`src/rtl/race_ctrl_pkg.sv`:
```
// Shared types and constants for the race controller slice.
package race_pkg;

  typedef enum logic [2:0] {
    IDLE      = 3'd0,
    COUNTDOWN = 3'd1,
    RACING    = 3'd2,
    FINISHED  = 3'd3,
    TIMEOUT   = 3'd4
  } race_state_e;

  typedef enum logic [1:0] {
    WIN_NONE = 2'b00,
    WIN_P1   = 2'b01,
    WIN_P2   = 2'b10,
    WIN_TIE  = 2'b11
  } winner_e;

  localparam int unsigned BCD_W = 8;

endpackage

```
`src/rtl/race_ctrl_if.sv`:
```
// Signal bundle between the race controller and its surroundings
// (user switch, rate divider, display counter, finish sensors, HEX/LED outputs).
interface race_ctrl_if;
  import race_pkg::*;

  logic             start;
  logic             tick_1hz;
  logic [3:0]       time_ones;
  logic [3:0]       time_tens;
  logic             p1_finish;
  logic             p2_finish;
  logic             count_enable;
  logic             count_clear_n;
  logic [3:0]       countdown_val;
  logic [2:0]       state;
  logic [1:0]       winner;
  logic [BCD_W-1:0] p1_time;
  logic [BCD_W-1:0] p2_time;
  logic             done;

  modport master (
    output start, tick_1hz, time_ones, time_tens, p1_finish, p2_finish,
    input  count_enable, count_clear_n, countdown_val, state, winner,
           p1_time, p2_time, done
  );

  modport slave (
    input  start, tick_1hz, time_ones, time_tens, p1_finish, p2_finish,
    output count_enable, count_clear_n, countdown_val, state, winner,
           p1_time, p2_time, done
  );

endinterface

```
`src/rtl/race_ctrl_rise_detect.sv`:
```
// Rising-edge detector: registers the previous level and flags a 0->1 change.
module rise_detect (
  input  logic clock,
  input  logic reset_n,
  input  logic sig,
  output logic rise
);

  logic sig_q;

  always_ff @(posedge clock or negedge reset_n) begin
    if (!reset_n) sig_q <= 1'b0;
    else          sig_q <= sig;
  end

  assign rise = sig & ~sig_q;

endmodule

```
`src/rtl/race_ctrl.sv`:
```
// Race game controller: start countdown, gates the seconds counter, latches
// finish times, decides the winner and detects timeout.
module race_ctrl
  import race_pkg::*;
#(
  parameter logic [3:0]       COUNTDOWN_SECS = 4'd3,
  parameter logic [BCD_W-1:0] TIME_LIMIT_BCD = 8'h99
) (
  input logic         clock,
  input logic         reset_n,
  race_ctrl_if.slave  bus
);

  race_state_e      state_q, state_d;
  logic [3:0]       cd_q, cd_d;
  winner_e          win_q, win_d;
  logic [BCD_W-1:0] p1_time_q, p1_time_d;
  logic [BCD_W-1:0] p2_time_q, p2_time_d;
  logic             p1_done_q, p1_done_d;
  logic             p2_done_q, p2_done_d;
  logic             start_rise;
  logic [BCD_W-1:0] race_time;
  logic             p1_new, p2_new;

  rise_detect u_start_rise (
    .clock   (clock),
    .reset_n (reset_n),
    .sig     (bus.start),
    .rise    (start_rise)
  );

  assign race_time = {bus.time_tens, bus.time_ones};
  assign p1_new    = bus.p1_finish & ~p1_done_q;
  assign p2_new    = bus.p2_finish & ~p2_done_q;

  always_ff @(posedge clock or negedge reset_n) begin
    if (!reset_n) begin
      state_q   <= IDLE;
      cd_q      <= '0;
      win_q     <= WIN_NONE;
      p1_time_q <= '0;
      p2_time_q <= '0;
      p1_done_q <= 1'b0;
      p2_done_q <= 1'b0;
    end else begin
      state_q   <= state_d;
      cd_q      <= cd_d;
      win_q     <= win_d;
      p1_time_q <= p1_time_d;
      p2_time_q <= p2_time_d;
      p1_done_q <= p1_done_d;
      p2_done_q <= p2_done_d;
    end
  end

  always_comb begin
    state_d   = state_q;
    cd_d      = cd_q;
    win_d     = win_q;
    p1_time_d = p1_time_q;
    p2_time_d = p2_time_q;
    p1_done_d = p1_done_q;
    p2_done_d = p2_done_q;

    unique case (state_q)
      IDLE: begin
        if (start_rise) begin
          state_d   = COUNTDOWN;
          cd_d      = COUNTDOWN_SECS;
          win_d     = WIN_NONE;
          p1_time_d = '0;
          p2_time_d = '0;
          p1_done_d = 1'b0;
          p2_done_d = 1'b0;
        end
      end

      COUNTDOWN: begin
        if (bus.tick_1hz) begin
          if (cd_q <= 4'd1) begin
            state_d = RACING;
            cd_d    = '0;
          end else begin
            cd_d = cd_q - 4'd1;
          end
        end
      end

      RACING: begin
        if (p1_new) begin
          p1_time_d = race_time;
          p1_done_d = 1'b1;
        end
        if (p2_new) begin
          p2_time_d = race_time;
          p2_done_d = 1'b1;
        end
        if (win_q == WIN_NONE) begin
          if (p1_new && p2_new) win_d = WIN_TIE;
          else if (p1_new)      win_d = WIN_P1;
          else if (p2_new)      win_d = WIN_P2;
        end
        // Finishes in this cycle take priority over a coincident timeout tick.
        if (p1_done_d && p2_done_d) begin
          state_d = FINISHED;
        end else if (bus.tick_1hz && race_time == TIME_LIMIT_BCD) begin
          state_d = TIMEOUT;
          if (!p1_done_d) p1_time_d = TIME_LIMIT_BCD;
          if (!p2_done_d) p2_time_d = TIME_LIMIT_BCD;
        end
      end

      FINISHED, TIMEOUT: begin
        if (start_rise) state_d = IDLE;
      end

      default: state_d = IDLE;
    endcase
  end

  assign bus.count_clear_n = (state_q == RACING) || (state_q == FINISHED) ||
                             (state_q == TIMEOUT);
  assign bus.count_enable  = (state_q == RACING) & bus.tick_1hz;
  assign bus.done          = (state_q == FINISHED) || (state_q == TIMEOUT);
  assign bus.countdown_val = cd_q;
  assign bus.state         = state_q;
  assign bus.winner        = win_q;
  assign bus.p1_time       = p1_time_q;
  assign bus.p2_time       = p2_time_q;

endmodule

```
`src/flat_wrapper.sv`:
```
// flat-port wrapper written by rule: the top's interface ports become plain ports
module race_ctrl_flat import race_pkg::*;
#(
  parameter logic [3:0]       COUNTDOWN_SECS = 4'd3,
  parameter logic [BCD_W-1:0] TIME_LIMIT_BCD = 8'h99
)
  (clock, reset_n, bus_start, bus_tick_1hz, bus_time_ones, bus_time_tens, bus_p1_finish, bus_p2_finish, bus_count_enable, bus_count_clear_n, bus_countdown_val, bus_state, bus_winner, bus_p1_time, bus_p2_time, bus_done);
  race_ctrl_if bus_i ();
  input logic clock;
  input logic reset_n;
  input wire logic [$bits(bus_i.start)-1:0] bus_start;
  input wire logic [$bits(bus_i.tick_1hz)-1:0] bus_tick_1hz;
  input wire logic [$bits(bus_i.time_ones)-1:0] bus_time_ones;
  input wire logic [$bits(bus_i.time_tens)-1:0] bus_time_tens;
  input wire logic [$bits(bus_i.p1_finish)-1:0] bus_p1_finish;
  input wire logic [$bits(bus_i.p2_finish)-1:0] bus_p2_finish;
  output wire logic [$bits(bus_i.count_enable)-1:0] bus_count_enable;
  output wire logic [$bits(bus_i.count_clear_n)-1:0] bus_count_clear_n;
  output wire logic [$bits(bus_i.countdown_val)-1:0] bus_countdown_val;
  output wire logic [$bits(bus_i.state)-1:0] bus_state;
  output wire logic [$bits(bus_i.winner)-1:0] bus_winner;
  output wire logic [$bits(bus_i.p1_time)-1:0] bus_p1_time;
  output wire logic [$bits(bus_i.p2_time)-1:0] bus_p2_time;
  output wire logic [$bits(bus_i.done)-1:0] bus_done;
  assign bus_i.start = bus_start;
  assign bus_i.tick_1hz = bus_tick_1hz;
  assign bus_i.time_ones = bus_time_ones;
  assign bus_i.time_tens = bus_time_tens;
  assign bus_i.p1_finish = bus_p1_finish;
  assign bus_i.p2_finish = bus_p2_finish;
  assign bus_count_enable = bus_i.count_enable;
  assign bus_count_clear_n = bus_i.count_clear_n;
  assign bus_countdown_val = bus_i.countdown_val;
  assign bus_state = bus_i.state;
  assign bus_winner = bus_i.winner;
  assign bus_p1_time = bus_i.p1_time;
  assign bus_p2_time = bus_i.p2_time;
  assign bus_done = bus_i.done;
  race_ctrl #(.COUNTDOWN_SECS(COUNTDOWN_SECS), .TIME_LIMIT_BCD(TIME_LIMIT_BCD)) u_core (.clock(clock), .reset_n(reset_n), .bus(bus_i));
endmodule
```
`config.mk`:
```
export PLATFORM = sky130hd
export DESIGN_NAME = race_ctrl_flat
export DESIGN_NICKNAME = d
export VERILOG_FILES = /design/src/rtl/race_ctrl_pkg.sv /design/src/rtl/race_ctrl_if.sv /design/src/rtl/race_ctrl_rise_detect.sv /design/src/rtl/race_ctrl.sv /design/src/flat_wrapper.sv
export SDC_FILE = /design/constraint.sdc
export NUM_CORES = 1
export LEC_CHECK = 0
export ABC_AREA = 1
export CAP_MARGIN = 20
export CELL_PAD_IN_SITES_DETAIL_PLACEMENT = 1
export CELL_PAD_IN_SITES_GLOBAL_PLACEMENT = 1
export CORE_UTILIZATION = 35
export CTS_BUF_LIST = sky130_fd_sc_hd__clkbuf_16
export DETAILED_ROUTE_END_ITERATION = 8
export PLACE_DENSITY_LB_ADDON = 0.1
export SLEW_MARGIN = 0
export SYNTH_ARGS = -nofsm -noshare
export SYNTH_HDL_FRONTEND = slang
export SYNTH_SLANG_ARGS = --single-unit
```
`constraint.sdc`:
```
create_clock -name clock -period 1.7 [get_ports clock]
set_clock_uncertainty 0.05 [all_clocks]
set_input_delay 0.51 -clock clock [delete_from_list [all_inputs] [get_ports clock]]
set_output_delay 0.51 -clock clock [all_outputs]
set_load 0.02 [all_outputs]
```
After elaboration in Yosys (flattened, before gate mapping)
Index checks and enable logic that the tools add are counted.

Order comparisons: 1. Mux-type cells: 35. Reduce and logical (&&, ||, !) cells: 15. Eq/ne operators: 12. $add $sub $neg: 1. Bitwise gates (word level): 7.

Operator list (number): $mux 8 (9); $pmux 8 s2 (2); $mux 3 (6); $mux 4 (3); $pmux 3 s4 (1); $mux 2 (5); $eq 8x8->1 const B (1); $ne 2x1->1 const B (4); $pmux 4 s2 (1); $eq 3x2->1 const B (2); $mux 1 (5); $reduce_and 5->1 (1); $and 1x1->1 (4); $le 4x1->1 const B (1); $ne 4x1->1 const B (1); $pmux 1 s2 (2); $pmux 2 s2 (1); $reduce_and 4->1 (1); $reduce_bool 2->1 (2); $sub 4x1->4 const B (1); $eq 3x1->1 const B (1); $eq 3x3->1 const B (1); $logic_and 1x1->1 (3); $logic_not 3->1 (1); other kinds (8) (12).

Output and inout port bits: 28. Word-level logic and storage cells: 79. Flip-flop bits (word level): 28. Input bits: 14.

Depth between registers and ports, before layout
Word-level depth: 8. Mapped depth: 10. Mapped depth without buffers: 10.

Hierarchy
From an unflattened synthesis, not the netlist that was laid out.

Cells, all modules: 223. Area, all modules: 1651.6 um^2.

By module, submodules not included: race_ctrl (times used 1, cells each 220, area each 1616.6 um^2, sequential area each 675.6 um^2); rise_detect (times used 1, cells each 3, area each 35.0 um^2, sequential area each 25.0 um^2).

Least setup slack after synthesis
OpenSTA, ideal clock, no wires.

Kind: register to output. Start point: register u_core.state_q[0] (netlist: u_core.bus.state[0]). End point: output bus_done. Stages on the path, launching flop included: 5. Required time: 1.140 ns. Data arrival time: 1.603 ns. Slack: -0.463 ns. Path buffers: 0. Cells stage by stage: dfrtp_1 > inv_1 > nand3_4 > inv_4 > nor4_1.

Longest elaborated chain between the ends: 2. Elaborated cells between the ends (all ways): 3. Those cells by class: eq/ne (2); reduce/logical (1).

Ends and longest elaborated chain: from (decl) (line race_ctrl.sv:14) `race_state_e state_q, state_d;`; from (signal assigned) (line race_ctrl.sv:46) `state_q <= state_d;`; $eq 3x2->1 or $eq 3x3->1 (tied branches) (line race_ctrl.sv:124) `assign bus.done = (state_q == FINISHED) || (state_q == TIMEOUT);`; $logic_or 1x1->1 * (line race_ctrl.sv:124); to (decl) (line flat_wrapper.sv:24) `output wire logic [$bits(bus_i.done)-1:0] bus_done;`.

Mark *: on every way between the ends. The rest lies on a longest branch, timed or not.

Worst setup path after layout
Start point: register u_core.state_q[1] (netlist: u_core.bus.state[1]). End point: output bus_done.

The elaborated chain is that of the path after synthesis.

==> out/summary.md <==
The tools report the reg-to-reg critical path startpoint as u_core.bus.state[0]. The reg-to-reg setup timing slack is 0.11 ns. Along the worst path, the maximum fanout reaches 5. The worst relative slew slack is 0.821.

STA classifies the critical path endpoint as an output port. Traced cell by cell, the critical path runs through nand3_4, inv_6, nor4_4, buf_4. The register bit count reported by yosys is 28. The worst min-delay path class was flip-flop to flip-flop. Setup repair after global routing could not meet its margin everywhere. At the worst endpoint, the arrival time is 1.32 ns. The vias after detailed routing was 1705. The logs give 1700 sq um for the area of the mapped netlist and 28 for the number of distinct library cells after synthesis.

The number of buffer cells added on primary ports was 41; the count of endpoints failing hold in the final timing report was 0. 0 antenna diodes ended up in the layout. The post-synthesis async set-or-reset flop share was 1.00.

The floorplan step defined a core boundary enclosing 4500 sq um. The die covers 5130 sq um. For this run, the number of Yosys warnings is 0. The floorplan step set the die height to 71.7 um. At the end of routability-driven placement, the weighted congestion stood at 0.854.

The number of global-route vias before repair is 1789, and the via-per-instance ratio is 4.91. Entering global routing, the biggest net connects 29 pins. The setup path with the least slack is of type flip-flop to output port. The switching power as a share of total power is 0.477, and the combined global-route utilization of all metal layers is 0.213. Buffers inserted during clock tree synthesis total 3. The run gives 24 as the number of standard-cell rows in the floorplan. By area the synthesized netlist is led by sky130_fd_sc_hd__dfrtp_1 41%, sky130_fd_sc_hd__nand2_1 13%, sky130_fd_sc_hd__o21ai_0 7.4%. Clock-pin slew was measured on the worst setup and hold paths at 0.07 ns.

Max-cap violations in this run came to 0. The internal power summed over all cells is 2.57 mW, and the count of nets left with antenna violations after detail routing is 0. The tree built by TritonCTS fans out to 28 sinks. TritonCTS built the clock tree.

The worst setup path is launched from a flip-flop. For this run, the number of standard cells in the final layout without fillers is 347. Synthesis produced a netlist with a net count of 237. In the synthesized netlist the dominant register cell turns out to be sky130_fd_sc_hd__dfrtp_1.

For the final count of pins violating max slew, the log shows 0. During I/O placement, the number of pins put on the boundary was 42. The shortest period the worst path allows is 1.88 ns, and the post-DP HPWL is 3670 um. For the final-layout fill cell count, the log shows 568. The logic depth of the worst register-to-register path came out at 9. The worst register-to-register path ends at u_core.bus.state[1]. STA puts the critical path data required time at 1.14 ns. Gate family responsible for the most delay along the worst path: flip-flops. The power density over cell area is 1970 nW/um^2, and the post-route DRC violation count is 0. The clock insertion delay at the later pin of the skew report was 0.26 ns; the number of placed instances, taps included was 342. The combinational group share of total power was 0.642; the number of buffers inserted for hold repair after clock tree synthesis was 0.

VDD sags by at most 752 uV. The synthesized design contains 0 enable-type register cells. The final reports fail on negative setup slack. Fraction of post-synthesis cell area in the top cell type by area: 0.413. In this run the deepest clock path goes through 2 buffers. The logs give -0.182 ns for the final critical-path setup slack and 531 MHz for the highest clock frequency the design can meet. In this run the worst setup path begins at u_core.bus.state[1]. Fraction of power consumed by the clock network: 0.112.

Cell type of the slowest stage on the worst timing path: sky130_fd_sc_hd__dfrtp_2. The synthesized design spends more area on one cell type than any other, namely sky130_fd_sc_hd__dfrtp_1. The buffer and inverter count on the worst path works out to 2. The critical path depth is 4. For this block, the initial DRC count from the detailed router was 44.

For the CTS H-tree depth, the log shows 1. The root buffer cell chosen for the clock tree is sky130_fd_sc_hd__clkbuf_16. Gate count after technology mapping: 221.

The average instance in the mapped netlist occupies 7.68 sq um. The proportion of layout cells with a drive suffix above 1 was 0.285; the wire length of the first global-routing pass was 8490 um. The most critical setup path has its endpoint at bus_done. Setup violations remaining at the end of the flow were counted as 3. Most frequent standard cell in the layout excluding fill and tap cells: sky130_fd_sc_hd__nand2_1. For the pin with the worst max-slew slack, the measured transition is 0.268 ns.

For this run, the slowest stage of the critical path takes 0.47 ns. The placed instances occupy a cell area of 2410 sq um. The first TritonRoute pass finished after 4 iterations. The final worst-path cycle share is 1.11.

Measured along the x axis, the die boundary spans 71.7 um. After global routing the overflow that remains totals 0. For this design the static power due to leakage is 1.32 nW. The tools report the initial core utilization as 0.377. Relative to the synthesized area, the layout overhead comes to 47.0%. The initial antenna violation count is 0, and the routed length per instance is 14.0 um. For this block, the routed nets add up to 4870 um of wire. The proportion of synthesized chip area in sequential cells was 0.413; the power spent charging and discharging nets was 2.35 mW. Leaving out fill and tap cells, the most frequent cells in the layout are 58 x sky130_fd_sc_hd__nand2_1, 34 x sky130_fd_sc_hd__buf_4, 31 x sky130_fd_sc_hd__inv_1, 25 x sky130_fd_sc_hd__dfrtp_1.

The run gives 0.247 as the sequential cell fraction of total power. Summing all non-filler instances in the final layout gives an area of 2500 sq um. The run finished, with violations left.

For this run, the post-layout net count is 312.
## worst register-to-register path: cells and delay by family (launching register included)
kind	cells	cell delay (ns)
AND/OR/NAND/NOR	5	0.42
buffers and inverters	4	0.56
flip-flops	1	0.45
## power by group through the flow
stage               sequential [mW]  clock (mW)  combinational [mW]
floorplan                      1.57           0                1.63
global placement               1.20           0                3.25
detailed placement             1.22           0                3.33
CTS                            1.20       0.570                3.16
global route                   1.26       0.590                3.52
finish                         1.21       0.550                3.16
## cells in the mapped netlist (all sizes together), types with 2 or more instances
| master | instances |
|---|---|
| nand3 | 8 |
| o21ai | 40 |
| nor2 | 15 |
| dfrtp | 28 |
| o22ai | 2 |
| nand3b | 8 |
| inv | 38 |
| a21oi | 3 |
| buf | 4 |
| nand4 | 4 |
| ha | 2 |
| o32ai | 2 |
| nand2 | 64 |
## state kept, by name, indices dropped and copies added, names as in the netlist
register	count
u_core.bus.p1_time	8
u_core.bus.p2_time	8
u_core.bus.countdown_val	4
u_core.bus.state	3
u_core.bus.winner	2
u_core.p1_done_q	1
u_core.p2_done_q	1
u_core.u_start_rise.sig_q	1
## what timing repair did
action,CTS,global route
gates resized for setup,43,16
endpoints found under the setup margin,28,24
pin swaps,0,4
buffers inserted,0,1
hold endpoints to repair,0,0
## through the flow
stage / util / power [mW] / setup WS (ns) / setup TNS (ns) / hold slack, ns
final: 0.554 / 4.92 / -0.182 / -0.379 / 0.500
after CTS: 0.548 / 4.93 / -0.197 / -0.452 / 0.503
after global routing: 0.554 / 5.37 / -0.236 / -0.551 / 0.537
after floorplan: - / 3.20 / -0.00651 / -0.00651 / 0.164
after global placement: 0.536 / 4.45 / -0.642 / -5.80 / 0.482
after detailed placement: 0.536 / 4.56 / -0.653 / -6.41 / 0.487
## per-layer routing
metal	part of all wire	GRT usage	vias to the layer above
met3	0.023	0.0225	5
li1	-	-	860
met5	0	0	-
met1	0.50	0.295	809
met2	0.46	0.352	31
met4	0.011	0.0632	0
## worst min path at each step
stage                                      from                           to  depth (start not counted)
after floorplan                         reset_n  u_core.bus.countdown_val[0]                          0
after detailed placement  u_core.bus.p1_time[0]        u_core.bus.p1_time[0]                          2
final                     u_core.bus.p1_time[0]        u_core.bus.p1_time[0]                          2
after global routing      u_core.bus.p1_time[5]        u_core.bus.p1_time[5]                          2
after CTS                 u_core.bus.p1_time[0]        u_core.bus.p1_time[0]                          2
after global placement         u_core.p2_done_q             u_core.p2_done_q                          2
## cell type report
class                           count  area (sq um)  share of cell area
Multi-Input combinational cell    151           868               0.348
Sequential cell                    28           704               0.282
Timing Repair Buffer               74           624               0.250
Inverter                           38           155              0.0622
Clock buffer                        3          75.1              0.0301
Tap cell                           52          65.1              0.0261
Clock inverter                      1          3.75             0.00150
## cells by family (layout without fill, tap and decap cells)
kind of cell,Yosys count,count (layout),share of synthesized area
AND/OR/NAND/NOR,101,101,0.292
adder cells (fa/ha/maj),2,2,0.0147
buffers and inverters,42,116,0.105
AO/OA/AOI/OAI,47,47,0.171
XOR/XNOR,1,1,0.00516
flip-flops,28,28,0.413
(Power assumes the default switching activity.)
